[config.mk]
export PLATFORM = sky130hd
export DESIGN_NAME = fpu_out_sched
export DESIGN_NICKNAME = d
export VERILOG_FILES = /design/src/rtl/fpu_out_sched_pkg.sv /design/src/rtl/fpu_out_rr_pick.sv /design/src/rtl/fpu_out_sched.sv
export SDC_FILE = /design/constraint.sdc
export NUM_CORES = 1
export LEC_CHECK = 0
export BUFFER_PORTS_ARGS = -buffer_cell sky130_fd_sc_hd__buf_2
export CORE_ASPECT_RATIO = 1.2
export CORE_UTILIZATION = 53
export DETAILED_ROUTE_END_ITERATION = 12
export GPL_ROUTABILITY_DRIVEN = 1
export PLACE_DENSITY = 0.91
export SYNTH_ARGS = -nofsm -noshare
export SYNTH_HDL_FRONTEND = slang
export SYNTH_SLANG_ARGS = --single-unit
[constraint.sdc]
create_clock -name rclk -period 5.7 [get_ports rclk]
set_input_delay 0.57 -clock rclk [delete_from_list [all_inputs] [get_ports rclk]]
set_output_delay 0.57 -clock rclk [all_outputs]
set_load 0.005 [all_outputs]
[src/rtl/fpu_out_sched_pkg.sv]
// fpu_out_sched_pkg: shared constants for the FPU result-return scheduler.
// Requester indices, result-ID field positions and the starvation counter type
// live here so the other FPU arbiters can decode the same fields.
package fpu_out_sched_pkg;

    localparam int REQ_ADD = 0;
    localparam int REQ_MUL = 1;
    localparam int REQ_DIV = 2;
    localparam int NUM_REQ = 3;

    localparam int ID_CORE_HI = 9;
    localparam int ID_CORE_LO = 7;
    localparam int ID_THR_HI  = 6;
    localparam int ID_THR_LO  = 5;

    localparam int STARVE_W = 4;
    typedef logic [STARVE_W-1:0] starve_cnt_t;

    // Round-robin start index for the cycle after the given one-hot winner.
    function automatic logic [1:0] rr_next_ptr(input logic [NUM_REQ-1:0] winner);
        logic [1:0] ptr;
        ptr = 2'(REQ_ADD);
        case (winner)
            3'b001:  ptr = 2'(REQ_MUL);
            3'b010:  ptr = 2'(REQ_DIV);
            default: ptr = 2'(REQ_ADD);
        endcase
        return ptr;
    endfunction

endpackage

[src/rtl/fpu_out_rr_pick.sv]
// fpu_out_rr_pick: combinational rotating-priority picker for three requesters.
// ptr names the requester with highest priority; priority then falls through
// the following indices modulo three. Output is one-hot or zero.
module fpu_out_rr_pick (
    input  logic [2:0] req,
    input  logic [1:0] ptr,
    output logic [2:0] gnt
);

    // Walk the requesters in rotated order starting at ptr; first hit wins.
    always_comb begin
        gnt = 3'b000;
        case (ptr)
            2'd1: begin
                if      (req[1]) gnt = 3'b010;
                else if (req[2]) gnt = 3'b100;
                else if (req[0]) gnt = 3'b001;
            end
            2'd2: begin
                if      (req[2]) gnt = 3'b100;
                else if (req[0]) gnt = 3'b001;
                else if (req[1]) gnt = 3'b010;
            end
            default: begin
                if      (req[0]) gnt = 3'b001;
                else if (req[1]) gnt = 3'b010;
                else if (req[2]) gnt = 3'b100;
            end
        endcase
    end

endmodule

[src/rtl/fpu_out_sched.sv]
// fpu_out_sched: returns add/mul/div pipe results to the CPX request port.
// One registered grant per cycle, round-robin with a starvation override,
// gated by a CPX queue credit count.
// Optional macro FPU_OUT_SCHED_PERF_EN adds grant/stall performance counters
// and their synchronous clear input.
module fpu_out_sched
    import fpu_out_sched_pkg::*;
#(
    parameter int ID_W       = 10,
    parameter int CREDITS    = 2,
    parameter int STARVE_MAX = 7
) (
    input  logic                    rclk,
    input  logic                    arst_l,
    input  logic [NUM_REQ-1:0]      req_vld,
    input  logic [NUM_REQ*ID_W-1:0] req_id,
    input  logic                    cpx_credit_ret,
    output logic [NUM_REQ-1:0]      dest_rdy,
    output logic [7:0]              fp_cpx_req_cq,
    output logic [1:0]              req_thread,
    output logic [2:0]              credit_cnt,
    output logic                    credit_ovf
`ifdef FPU_OUT_SCHED_PERF_EN
    ,
    input  logic                    perf_clr,
    output logic [NUM_REQ-1:0][15:0] perf_cnt,
    output logic [15:0]             stall_cnt
`endif
);

    localparam logic [2:0]  CREDIT_MAX = 3'(CREDITS);
    localparam starve_cnt_t STARVE_LIM = starve_cnt_t'(STARVE_MAX);

    logic [NUM_REQ-1:0] eligible;
    logic [NUM_REQ-1:0] starved;
    logic [NUM_REQ-1:0] rr_gnt;
    logic [NUM_REQ-1:0] gnt;
    logic               grant_any;
    logic [1:0]         rr_ptr;
    logic [ID_W-1:0]    win_id;
    logic [2:0]         win_core;
    logic [1:0]         win_thr;
    logic               id_opaque_unused;
    starve_cnt_t        starve_cnt [NUM_REQ];

    // A requester that was granted last cycle is still showing its old result.
    assign eligible = req_vld & ~dest_rdy;

    // Flag eligible requesters whose wait has reached the starvation limit.
    always_comb begin
        starved = '0;
        for (int k = 0; k < NUM_REQ; k++) begin
            starved[k] = eligible[k] && (starve_cnt[k] == STARVE_LIM);
        end
    end

    fpu_out_rr_pick u_rr_pick (
        .req (eligible),
        .ptr (rr_ptr),
        .gnt (rr_gnt)
    );

    // Pick this cycle's winner: nothing without credit, starved lowest-index first, else round-robin.
    always_comb begin
        gnt = '0;
        if (credit_cnt != 3'd0) begin
            if      (starved[REQ_ADD]) gnt[REQ_ADD] = 1'b1;
            else if (starved[REQ_MUL]) gnt[REQ_MUL] = 1'b1;
            else if (starved[REQ_DIV]) gnt[REQ_DIV] = 1'b1;
            else                       gnt = rr_gnt;
        end
    end

    assign grant_any = |gnt;

    // Mux the winner's ID out of the packed request bus.
    always_comb begin
        win_id = '0;
        for (int k = 0; k < NUM_REQ; k++) begin
            if (gnt[k]) win_id = win_id | req_id[k*ID_W +: ID_W];
        end
    end

    assign win_core = win_id[ID_CORE_HI:ID_CORE_LO];
    assign win_thr  = win_id[ID_THR_HI:ID_THR_LO];
    // The low ID bits are opaque to the scheduler and travel with the result elsewhere.
    assign id_opaque_unused = ^win_id[ID_THR_LO-1:0];

    // Register the grant, its decoded CPX destination and thread, and advance the rr pointer.
    always_ff @(posedge rclk or negedge arst_l) begin
        if (!arst_l) begin
            dest_rdy      <= '0;
            fp_cpx_req_cq <= 8'h00;
            req_thread    <= 2'b00;
            rr_ptr        <= 2'(REQ_ADD);
        end else begin
            dest_rdy      <= gnt;
            fp_cpx_req_cq <= grant_any ? (8'h01 << win_core) : 8'h00;
            if (grant_any) begin
                req_thread <= win_thr;
                rr_ptr     <= rr_next_ptr(gnt);
            end
        end
    end

    // Credit accounting: grants consume, returns refill, an excess return is flagged sticky.
    always_ff @(posedge rclk or negedge arst_l) begin
        if (!arst_l) begin
            credit_cnt <= CREDIT_MAX;
            credit_ovf <= 1'b0;
        end else begin
            if (grant_any && !cpx_credit_ret) begin
                credit_cnt <= credit_cnt - 3'd1;
            end else if (!grant_any && cpx_credit_ret) begin
                if (credit_cnt == CREDIT_MAX) credit_ovf <= 1'b1;
                else                          credit_cnt <= credit_cnt + 3'd1;
            end
        end
    end

    // Per-requester wait counters, saturating; cleared by a grant or an idle request line.
    always_ff @(posedge rclk or negedge arst_l) begin
        if (!arst_l) begin
            for (int k = 0; k < NUM_REQ; k++) starve_cnt[k] <= '0;
        end else begin
            for (int k = 0; k < NUM_REQ; k++) begin
                if (!req_vld[k] || gnt[k])        starve_cnt[k] <= '0;
                else if (starve_cnt[k] != STARVE_LIM) starve_cnt[k] <= starve_cnt[k] + starve_cnt_t'(1);
            end
        end
    end

`ifdef FPU_OUT_SCHED_PERF_EN
    // Saturating grant and zero-credit stall counters with a synchronous clear.
    always_ff @(posedge rclk or negedge arst_l) begin
        if (!arst_l) begin
            perf_cnt  <= '0;
            stall_cnt <= 16'h0000;
        end else if (perf_clr) begin
            perf_cnt  <= '0;
            stall_cnt <= 16'h0000;
        end else begin
            for (int k = 0; k < NUM_REQ; k++) begin
                if (gnt[k] && perf_cnt[k] != 16'hFFFF) perf_cnt[k] <= perf_cnt[k] + 16'd1;
            end
            if (|req_vld && credit_cnt == 3'd0 && stall_cnt != 16'hFFFF) begin
                stall_cnt <= stall_cnt + 16'd1;
            end
        end
    end
`endif

endmodule

; ---- Yosys cells after proc, flatten, opt, wreduce, memory -nomap -nowiden
; Cells that the tools add are included.
[classes]
shift = 1
n_reduce_logical = 21
eq_ne = 12
add_sub_neg = 5
bitwise = 5
mux = 32
[ops]
columns = op, count
row1 = two-way mux 3 bit, 11
row2 = two-way mux 10 bit, 3
row3 = two-way mux 4 bit, 6
row4 = OR 10 bit, 2
row5 = adder 4 x 1 -> 4 bit (second input constant), 3
row6 = == test 4 x 3 -> 1 bit (second input constant), 3
row7 = inequality test 4 x 3 -> 1 bit (second input constant), 3
row8 = two-way mux 8 bit, 1
row9 = nonzero test 2 bit, 4
row10 = << shifter 1 x 3 -> 8 bit (first input constant), 1
row11 = == test 3 x 2 -> 1 bit (second input constant), 2
row12 = two-way mux 1 bit, 6
row13 = two-way mux 2 bit, 3
row14 = one-hot mux 3 bit (2 select lines), 1
row15 = logical AND 1 bit, 5
row16 = logical NOT 1 bit, 5
row17 = one-hot mux 2 bit (2 select lines), 1
row18 = adder 3 x 1 -> 3 bit (second input constant), 1
row19 = AND 3 bit, 1
row20 = == test 3 x 1 -> 1 bit (second input constant), 1
row21 = logical OR 1 bit, 3
row22 = inverter 3 bit, 1
row23 = AND reduction 3 bit, 1
row24 = nonzero test 3 bit, 1
row25 = 7 further kinds, 7
[totals]
ff_bits = 31
input_bits = 36

; ---- Depth between registers and ports, before layout
; Gate-level depths: netlist of run 1.
[depth]
word_depth = 17
ltp_mapped = 14
mapped_depth_nobuf = 13

; ---- By module
; A second synthesis of run 1 with hierarchy kept.
[unflattened]
hier_cells = 148
area_unflattened_um2 = 1621.6
[modules_own_cells]
columns = mod, area_each_um2, instances, cells_each
row1 = fpu_out_sched, 1501.4, 1, 131
row2 = fpu_out_rr_pick, 120.1, 1, 17

; ---- Worst setup path before layout of run 1
; OpenSTA, ideal clock, no wires.
[synth_timing]
path_type = flip-flop to flip-flop
from = register rr_ptr[0]
to = register credit_cnt[2]
n_path_buf = 0
path_stages_with_launch = 14
required_time_ns = 5.570
t_arrival_ns = 2.836
slack_ns = 2.733
path_cell_list = dfrtp_1 inv_1 ha_1 or3b_1 a311oi_2 a211oi_2 nor3_2 inv_1 ha_1 inv_1 fa_1 mux2_2 a22oi_1 o21ai_0
[synth_via]
elab_chain_len = 11
[synth_rtl]
columns = element, line_no
row1 = from (decl), fpu_out_sched.sv:39  ; logic [1:0] rr_ptr;
row2 = from (signal assigned), fpu_out_sched.sv:95  ; rr_ptr <= 2'(REQ_ADD);
row3 = from (signal assigned), fpu_out_sched.sv:101  ; rr_ptr <= rr_next_ptr(gnt);
row4 = == test 2 bit or == test 2 x 1 -> 1 bit (tied branches), fpu_out_rr_pick.sv:13  ; case (ptr)
row5 = one-hot mux 3 bit (2 select lines) (*), fpu_out_rr_pick.sv:13
row6 = two-way mux 2 bit (*), fpu_out_sched.sv:69  ; else if (starved[REQ_DIV]) gnt[REQ_DIV] = 1'b1;
row7 = two-way mux 1 bit (*), fpu_out_sched.sv:68  ; else if (starved[REQ_MUL]) gnt[REQ_MUL] = 1'b1;
row8 = two-way mux 1 bit (*), fpu_out_sched.sv:67  ; if (starved[REQ_ADD]) gnt[REQ_ADD] = 1'b1;
row9 = two-way mux 3 bit (*), fpu_out_sched.sv:66  ; if (credit_cnt != 3'd0) begin
row10 = net gnt[0], fpu_out_sched.sv:37  ; logic [NUM_REQ-1:0] gnt;
row11 = OR reduction 3 bit (*), fpu_out_sched.sv:74  ; assign grant_any = |gnt;
row12 = net grant_any, fpu_out_sched.sv:38  ; logic grant_any;
row13 = logical NOT 1 bit, fpu_out_sched.sv:114  ; end else if (!grant_any && cpx_credit_ret) begin
row14 = logical AND 1 bit, fpu_out_sched.sv:114
row15 = nonzero test 2 bit (no source line), n/a
row16 = AND reduction 2 bit (no source line), n/a
row17 = to (signal assigned), fpu_out_sched.sv:113  ; credit_cnt <= credit_cnt - 3'd1;
row18 = to (signal assigned), fpu_out_sched.sv:116  ; else credit_cnt <= credit_cnt + 3'd1;
row19 = to (decl), fpu_out_sched.sv:21  ; output logic [2:0] credit_cnt,
; The timed path passes the listed nets; every way through them passes the cells marked *.
; A chain may end at the register's enable or synchronous reset.

; ---- Worst setup path after layout of run 1
[layout_timing]
from = register starve_cnt[8] (netlist name)
to = register credit_cnt[2]
[layout_via]
elab_chain_len = 9
[layout_rtl]
columns = element, line_no
row1 = from (decl), fpu_out_sched.sv:44  ; starve_cnt_t starve_cnt [NUM_REQ];
row2 = "from (signal, indexed assignment)", fpu_out_sched.sv:127  ; if (!req_vld[k] || gnt[k]) starve_cnt[k] <= '0;
row3 = == test 4 x 3 -> 1 bit (*), fpu_out_sched.sv:53  ; starved[k] = eligible[k] && (starve_cnt[k] == STARVE_LIM);
row4 = logical AND 1 bit (*), fpu_out_sched.sv:53
row5 = two-way mux 1 bit or two-way mux 2 bit (tied branches), fpu_out_sched.sv:67
row6 = two-way mux 3 bit (*), fpu_out_sched.sv:66
row7 = OR reduction 3 bit (*), fpu_out_sched.sv:74
row8 = net grant_any, fpu_out_sched.sv:38
row9 = logical NOT 1 bit, fpu_out_sched.sv:114
row10 = logical AND 1 bit, fpu_out_sched.sv:114
row11 = nonzero test 2 bit (no source line), n/a
row12 = AND reduction 2 bit (no source line), n/a
; Marks and branches as above.

==> results.sh, run 1 <==
export IMPL_status="complete, no violations"
export IMPL_postCtsSetupBuffers=0
export IMPL_final_nets=235
export IMPL_p_per_area_nw_per_um2=559
export IMPL_grt_pass1_vias=1217
export IMPL_worstReg2RegEnd="credit_cnt[2]"
export IMPL_drive_gt1_share_pct=28.6
export IMPL_ys_seq_elements=31
export IMPL_drc=0
export IMPL_endpoint="credit_cnt[2]"
export IMPL_areaGrowthSynthToFinish_pct=20.6
export IMPL_async_reset_ff_share_pct=100
export IMPL_die_area_um2=3190
export IMPL_worstSetupStartpointType="flop"
export IMPL_synth_edff_count=0
export IMPL_cp_end_kind="flop"
export IMPL_met2_usage_pct=41.9
export IMPL_crit_start="starve_cnt[8]"
export IMPL_arrival_ns=3.90
export IMPL_syn_cell_area_um2=1580
export IMPL_tightest_slew_ns=0.933
export IMPL_tns_ns=0
export IMPL_drt_vias_per_instance=5.85
export IMPL_first_iter_violations=33
export IMPL_dp_cells=218
export IMPL_ys_warn_count=0
export IMPL_fin_crit_sh_pct=64.5
export IMPL_grt_pass1_wl_mm=5.28
export IMPL_dp_hpwl_mm=2.39
export IMPL_track_usage_pct=23.3
export IMPL_cts_htree_levels=2
export IMPL_holdWs_ns=0.259
export IMPL_io_buffers=37
export IMPL_pin_count=53
export IMPL_numCtsBuffers=5
export IMPL_totalWireLength_mm=3.27
export IMPL_grtUsageMet1_pct=26.4
export IMPL_finClkSkew_ns=0.0145
export IMPL_use_met3_pct=3.65
export IMPL_synth_area_leaders="dfrtp_1 (48%), ha_1 (5.6%), nor2_1 (4.3%)"
export IMPL_gp_congestion=0.771
export IMPL_synth_top_area_share_pct=47.7
export IMPL_syn_nets=193
export IMPL_ir_drop_mv=0.391
export IMPL_grt_max_degree=32
export IMPL_cts_root_buf="clkbuf_4"
export IMPL_die_height_um=61.7
export IMPL_synth_cell_type_count=43
export IMPL_ctsHoldBuffers=0
export IMPL_cap_violations=0
export IMPL_grt_ovfl_total=0
export IMPL_reg2reg_from="starve_cnt[8]"
export IMPL_postRouteAntennaNets=0
export IMPL_wl_per_cell_um=14.5
export IMPL_diodes=0
export IMPL_clk_path_buf_depth=2
export IMPL_syn_avg_cell_area_um2=10.6
export IMPL_core_area_um2=2810
export IMPL_yosys_most_used_dff="dfrtp_1"
export IMPL_crit_fanout=12
export IMPL_crit_type="reg2reg"
export IMPL_start_util_pct=56.0
export IMPL_num_vias=1323
export IMPL_yosysMostFrequentCell="dfrtp_1"
export IMPL_rows=21
export IMPL_max_freq_ghz=0.272
export IMPL_slew_violations=0
export IMPL_first_pass_iters=5
export IMPL_synth_commonest_cells="dfrtp_1 (30), nor2_1 (18), nor3_1 (10)"
export IMPL_antenna_found_initial=0
export IMPL_synthCells=149
export IMPL_rsz0062_at_grt="no"
export IMPL_cts_clk_slew_worst_paths_ns=0.11
export IMPL_finalHoldViolations=0
export IMPL_p_leak_nw=0.952
export IMPL_die_x_um=51.8
export IMPL_cts_resized=0
export IMPL_finalNonFillerCells=226
export IMPL_hold_path_class="in2async"
export IMPL_slew_headroom_pct=37.8
export IMPL_synth_largest_area_cell="dfrtp_1"
export IMPL_clk_latency_ns=0.34
export IMPL_grt_busiest_layer="met2"
export IMPL_cts_tree="yes"
export IMPL_rrSetupSlack_ns=2.02
export IMPL_setup_viol=0
export IMPL_cp_required_ns=5.92
export IMPL_cts_sinks=31
export IMPL_min_period_ns=3.68
export IMPL_ff2ff_path_depth=13
export IMPL_synth_seq_area_share_pct=49.3
export IMPL_power_mw=1.06
per-stage QoR:
stage	area (µm²)	worst slack [ns]	util, %
after global placement	1790	2.22	63.8
after floorplan	1580	2.73	-
final	1900	2.02	67.6
after detailed placement	1790	2.03	63.8
after global routing	1900	1.76	67.6
after CTS	1900	2.01	67.6
critical path: stages (launching register included):
cell and delay, ns:
dfrtp_1 0.42, ha_1 0.27, nand3b_1 0.20, a2bb2oi_1 0.24, nand2b_1 0.08, a21oi_1 0.72
nor3_2 0.27, inv_1 0.11, ha_1 0.24, inv_1 0.08, fa_1 0.41, mux2_2 0.30
a22oi_1 0.14, o21ai_0 0.11
report_power, final:
group | total, mW | switching (mW) | internal [mW]
clock network | 0.217 | 0.0805 | 0.136
logic | 0.488 | 0.268 | 0.220
registers | 0.357 | 0.0577 | 0.299
state kept, by name (all words and copies together) (netlist names):
name           flops
starve_cnt        12
fp_cpx_req_cq      8
credit_cnt         3
dest_rdy           3
req_thread         2
rr_ptr             2
credit_ovf         1
final cells by class:
| cell class | count | area, µm² |
|---|---|---|
| Fill cell | 213 | 912 |
| Sequential cell | 31 | 777 |
| Multi-Input combinational cell | 109 | 763 |
| Timing Repair Buffer | 37 | 185 |
| Clock inverter | 3 | 67.6 |
| Tap cell | 34 | 42.5 |
| Clock buffer | 5 | 37.5 |
| Inverter | 7 | 26.3 |
cells by family after synthesis:
logic type,share of synthesized area [%]
compound gates,16.0
xor+xnor,1.67
fa+ha+maj,6.83
buf+inv,2.22
flops,49.3
mux,2.62
simple gates,21.4
routing by layer:
metal | part of all wire, % | wire length (µm) | vias up
met5 | 0 | 0 | -
met4 | 2.2 | 73 | 0
met3 | 3.5 | 113 | 6
met2 | 56 | 1830 | 43
met1 | 38 | 1260 | 643
li1 | - | - | 631
cell usage in the layout, fill, tap and decap left out, drive strengths merged, types with 2 or more instances in the layout:
cell type	instances
a21o	2
a21oi	7
a221o	4
a221oi	2
a22o	2
and2	2
and3	3
buf	37
bufinv	2
clkbuf	5
dfrtp	30
ha	7
inv	7
mux2i	3
nand2	2
nand2b	6
nand3	8
nand3b	3
nor2	18
nor3	11
nor4	2
o21ai	7
xnor2	3
worst min-delay path by stage:
stage                          endpoint  slack (ns)        from
final                     req_thread[0]        0.26      arst_l
after global routing         credit_ovf        0.32      arst_l
after CTS                 req_thread[0]        0.28      arst_l
after detailed placement     credit_ovf        0.46  credit_ovf
after global placement       credit_ovf        0.45  credit_ovf
after floorplan           credit_cnt[0]        0.27      arst_l
Power figures use the tool's default switching activity.
==> run 2: changes to the inputs <==
Settings changed: ABC_AREA set to 1, CORE_UTILIZATION 53 to 51, PLACE_DENSITY 0.91 to 0.88.
Clock period 5.7 ns to 3.6 ns, I/O delays scaled along.
==> results.sh, run 2 <==
export IMPL_p_per_area_nw_per_um2=812
export IMPL_postRouteAntennaNets=0
export IMPL_drt_vias_per_instance=5.11
export IMPL_core_area_um2=3140
export IMPL_synth_largest_area_cell="dfrtp_1"
export IMPL_pre_cts_ws_ns=0.910
export IMPL_start_util_pct=54.8
export IMPL_arrival_ns=3.02
export IMPL_die_height_um=65.6
export IMPL_slew_headroom_pct=55.6
export IMPL_grt_max_degree=32
export IMPL_finClkSkew_ns=0.0135
export IMPL_synth_commonest_cells="nand2_1 (40), dfrtp_1 (30), inv_1 (19)"
export IMPL_final_cell_mix="nand2_1 (40), buf_2 (37), dfrtp_1 (30), inv_1 (19), nand3_1 (17)"
export IMPL_critPathBufInv=1
export IMPL_diodes=0
export IMPL_areaGrowthSynthToFinish_pct=18.4
export IMPL_synth_seq_area_share_pct=45.2
export IMPL_die_x_um=55
export IMPL_synth_area_leaders="dfrtp_1 (44%), nand2_1 (8.7%), ha_1 (5.1%)"
export IMPL_p_switching_mw=0.699
export IMPL_finalNonFillerCells=277
export IMPL_synthCells=196
export IMPL_cp_common_cell="nand2_2"
export IMPL_cts_root_buf="clkbuf_4"
export IMPL_path_delay_family="simple AND/OR/NAND/NOR gates"
export IMPL_cap_violations=0
export IMPL_syn_cell_area_um2=1720
export IMPL_grt_pass1_vias=1357
export IMPL_p_int_mw=0.954
export IMPL_drive_gt1_share_pct=35.7
export IMPL_postCtsSetupBuffers=0
export IMPL_yosysMostFrequentCell="nand2_1"
export IMPL_gp_congestion=0.839
export IMPL_fin_area_um2=2040
export IMPL_syn_avg_cell_area_um2=8.77
export IMPL_p_leak_nw=1.12
export IMPL_clk_latency_ns=0.34
export IMPL_max_freq_ghz=0.365
export IMPL_dp_hpwl_mm=2.47
export IMPL_num_vias=1415
export IMPL_syn_nets=240
export IMPL_grt_ovfl_total=0
export IMPL_rows=22
export IMPL_rsz0062_at_grt="no"
export IMPL_p_sw_share_pct=42.3
export IMPL_ctsHoldBuffers=0
export IMPL_worstSetupStartpointType="flop"
export IMPL_status="complete, no violations"
export IMPL_fin_crit_sh_pct=76.2
export IMPL_synth_cell_type_count=25
export IMPL_yosys_most_used_dff="dfrtp_1"
export IMPL_async_reset_ff_share_pct=100
export IMPL_io_buffers=37
export IMPL_path_cells="ha_1 -> nand2_2 -> nor2_4 -> nand2_4 -> nand2_2 -> nor2_2 -> nand2_2 -> nand3_4 -> ha_1 -> inv_1 -> fa_1 -> or2_2 -> a21oi_1 -> xor2_1"
export IMPL_cts_sinks=31
export IMPL_drc=0
export IMPL_ys_warn_count=0
export IMPL_synth_edff_count=0
export IMPL_antenna_found_initial=0
export IMPL_grt_pass1_wl_mm=5.47
export IMPL_cts_clk_slew_worst_paths_ns=0.10
export IMPL_setup_viol=0
export IMPL_clk_path_buf_depth=2
export IMPL_cts_htree_levels=2
export IMPL_layout_setup_ws_ns=0.858
export IMPL_regMostFlops="starve_cnt"
export IMPL_cp_required_ns=3.87
export IMPL_first_pass_iters=4
export IMPL_finalHoldViolations=0
export IMPL_track_usage_pct=21.6
export IMPL_totalWireLength_mm=3.20
export IMPL_min_period_ns=2.74
export IMPL_tightest_slew_ns=0.666
export IMPL_wl_per_cell_um=11.6
export IMPL_comb_power_share_pct=50.0
export IMPL_cts_resized=0
export IMPL_dpl_cell_area_um2=1950
export IMPL_cp_end_kind="flop"
export IMPL_cts_tree="yes"
export IMPL_first_iter_violations=34
export IMPL_final_nets=284
export IMPL_synth_top_area_share_pct=43.7
export IMPL_biggestRegsByFlops="starve_cnt: 12 flops, fp_cpx_req_cq: 8 flops"
export IMPL_crit_fanout=5
export IMPL_final_common_cell="nand2_1"
export IMPL_largest_reg_flops=12
export IMPL_ir_drop_mv=0.527
export IMPL_seqPwrFrac_pct=32.7
export IMPL_cp_slowest_cell="dfrtp_1"
export IMPL_crit_type="reg2reg"
export IMPL_die_area_um2=3610
export IMPL_slew_violations=0
export IMPL_fillCellCount=288
export IMPL_numCtsBuffers=5
export IMPL_dp_cells=269
export IMPL_hold_path_class="in2async"
export IMPL_max_stage_delay_ns=0.42
export IMPL_tns_ns=0
export IMPL_clkPwrFrac_pct=17.3
export IMPL_ys_seq_elements=31
export IMPL_pin_count=53
run 2: through the flow:
| stage | util, % | power (mW) | hold WS [ns] |
|---|---|---|---|
| finish | 64.9 | 1.65 | 0.0358 |
| global route | 64.9 | 1.81 | 0.0861 |
| CTS | 64.9 | 1.66 | 0.0525 |
| detailed placement | 62.1 | 1.37 | 0.429 |
| global placement | 62.1 | 1.34 | 0.429 |
| floorplan | - | 1.16 | 0.0644 |
run 2: routing by layer:
layer | vias up | routed length, µm | track usage [%]
met5 | - | 0 | 0
met4 | 0 | 66 | 8.44
met3 | 10 | 179 | 7.64
met2 | 38 | 1670 | 37.0
met1 | 660 | 1280 | 23.3
li1 | 707 | - | -
run 2: layout make-up:
class	instances	area (µm²)	area share, %
multi-input cells	136	832	40.9
flip-flops and latches	31	777	38.2
repair buffers	37	185	9.10
inverters	29	110	5.41
clock buffers	6	51.3	2.52
well taps	36	45.0	2.21
clock inverters	2	35.0	1.72
run 2: worst register-to-register path, stage by stage, from the launching register on:
cell and delay [ns]:
dfrtp_1 0.42, ha_1 0.24, nand2_2 0.10, nor2_4 0.06, nand2_4 0.08, nand2_2 0.07
nor2_2 0.19, nand2_2 0.13, nand3_4 0.13, ha_1 0.20, inv_1 0.06, fa_1 0.37
or2_2 0.29, a21oi_1 0.17, xor2_1 0.15
run 2: logic make-up after synthesis:
logic type / share of synthesized area, %
and+or+nand+nor: 31.5
DFF: 45.2
buffers and inverters: 6.40
AOI/OAI and AO/OA: 6.04
xor gates and xnor gates: 4.59
adders and majority gates: 6.26
run 2: path summary, 6_finish.rpt:
check	startpoint	endpoint	slack (ns)	depth (start not counted)
setup / recovery	starve_cnt[8]	credit_cnt[2]	0.86	14
max in group asynchronous	arst_l	rr_ptr[0]	3.12	1
hold / removal	arst_l	credit_cnt[2]	0.04	1
setup reg to reg	starve_cnt[8]	credit_cnt[2]	0.86	14
min in group rclk	req_id[5]	req_thread[0]	0.22	3
hold reg to reg	credit_ovf	credit_ovf	0.48	1
run 2: power by group through the flow:
stage	clock network [mW]	registers, mW	logic (mW)
detailed placement	0	0.547	0.823
global placement	0	0.545	0.798
global route	0.303	0.556	0.949
CTS	0.291	0.541	0.833
floorplan	0	0.548	0.616
finish	0.286	0.540	0.827
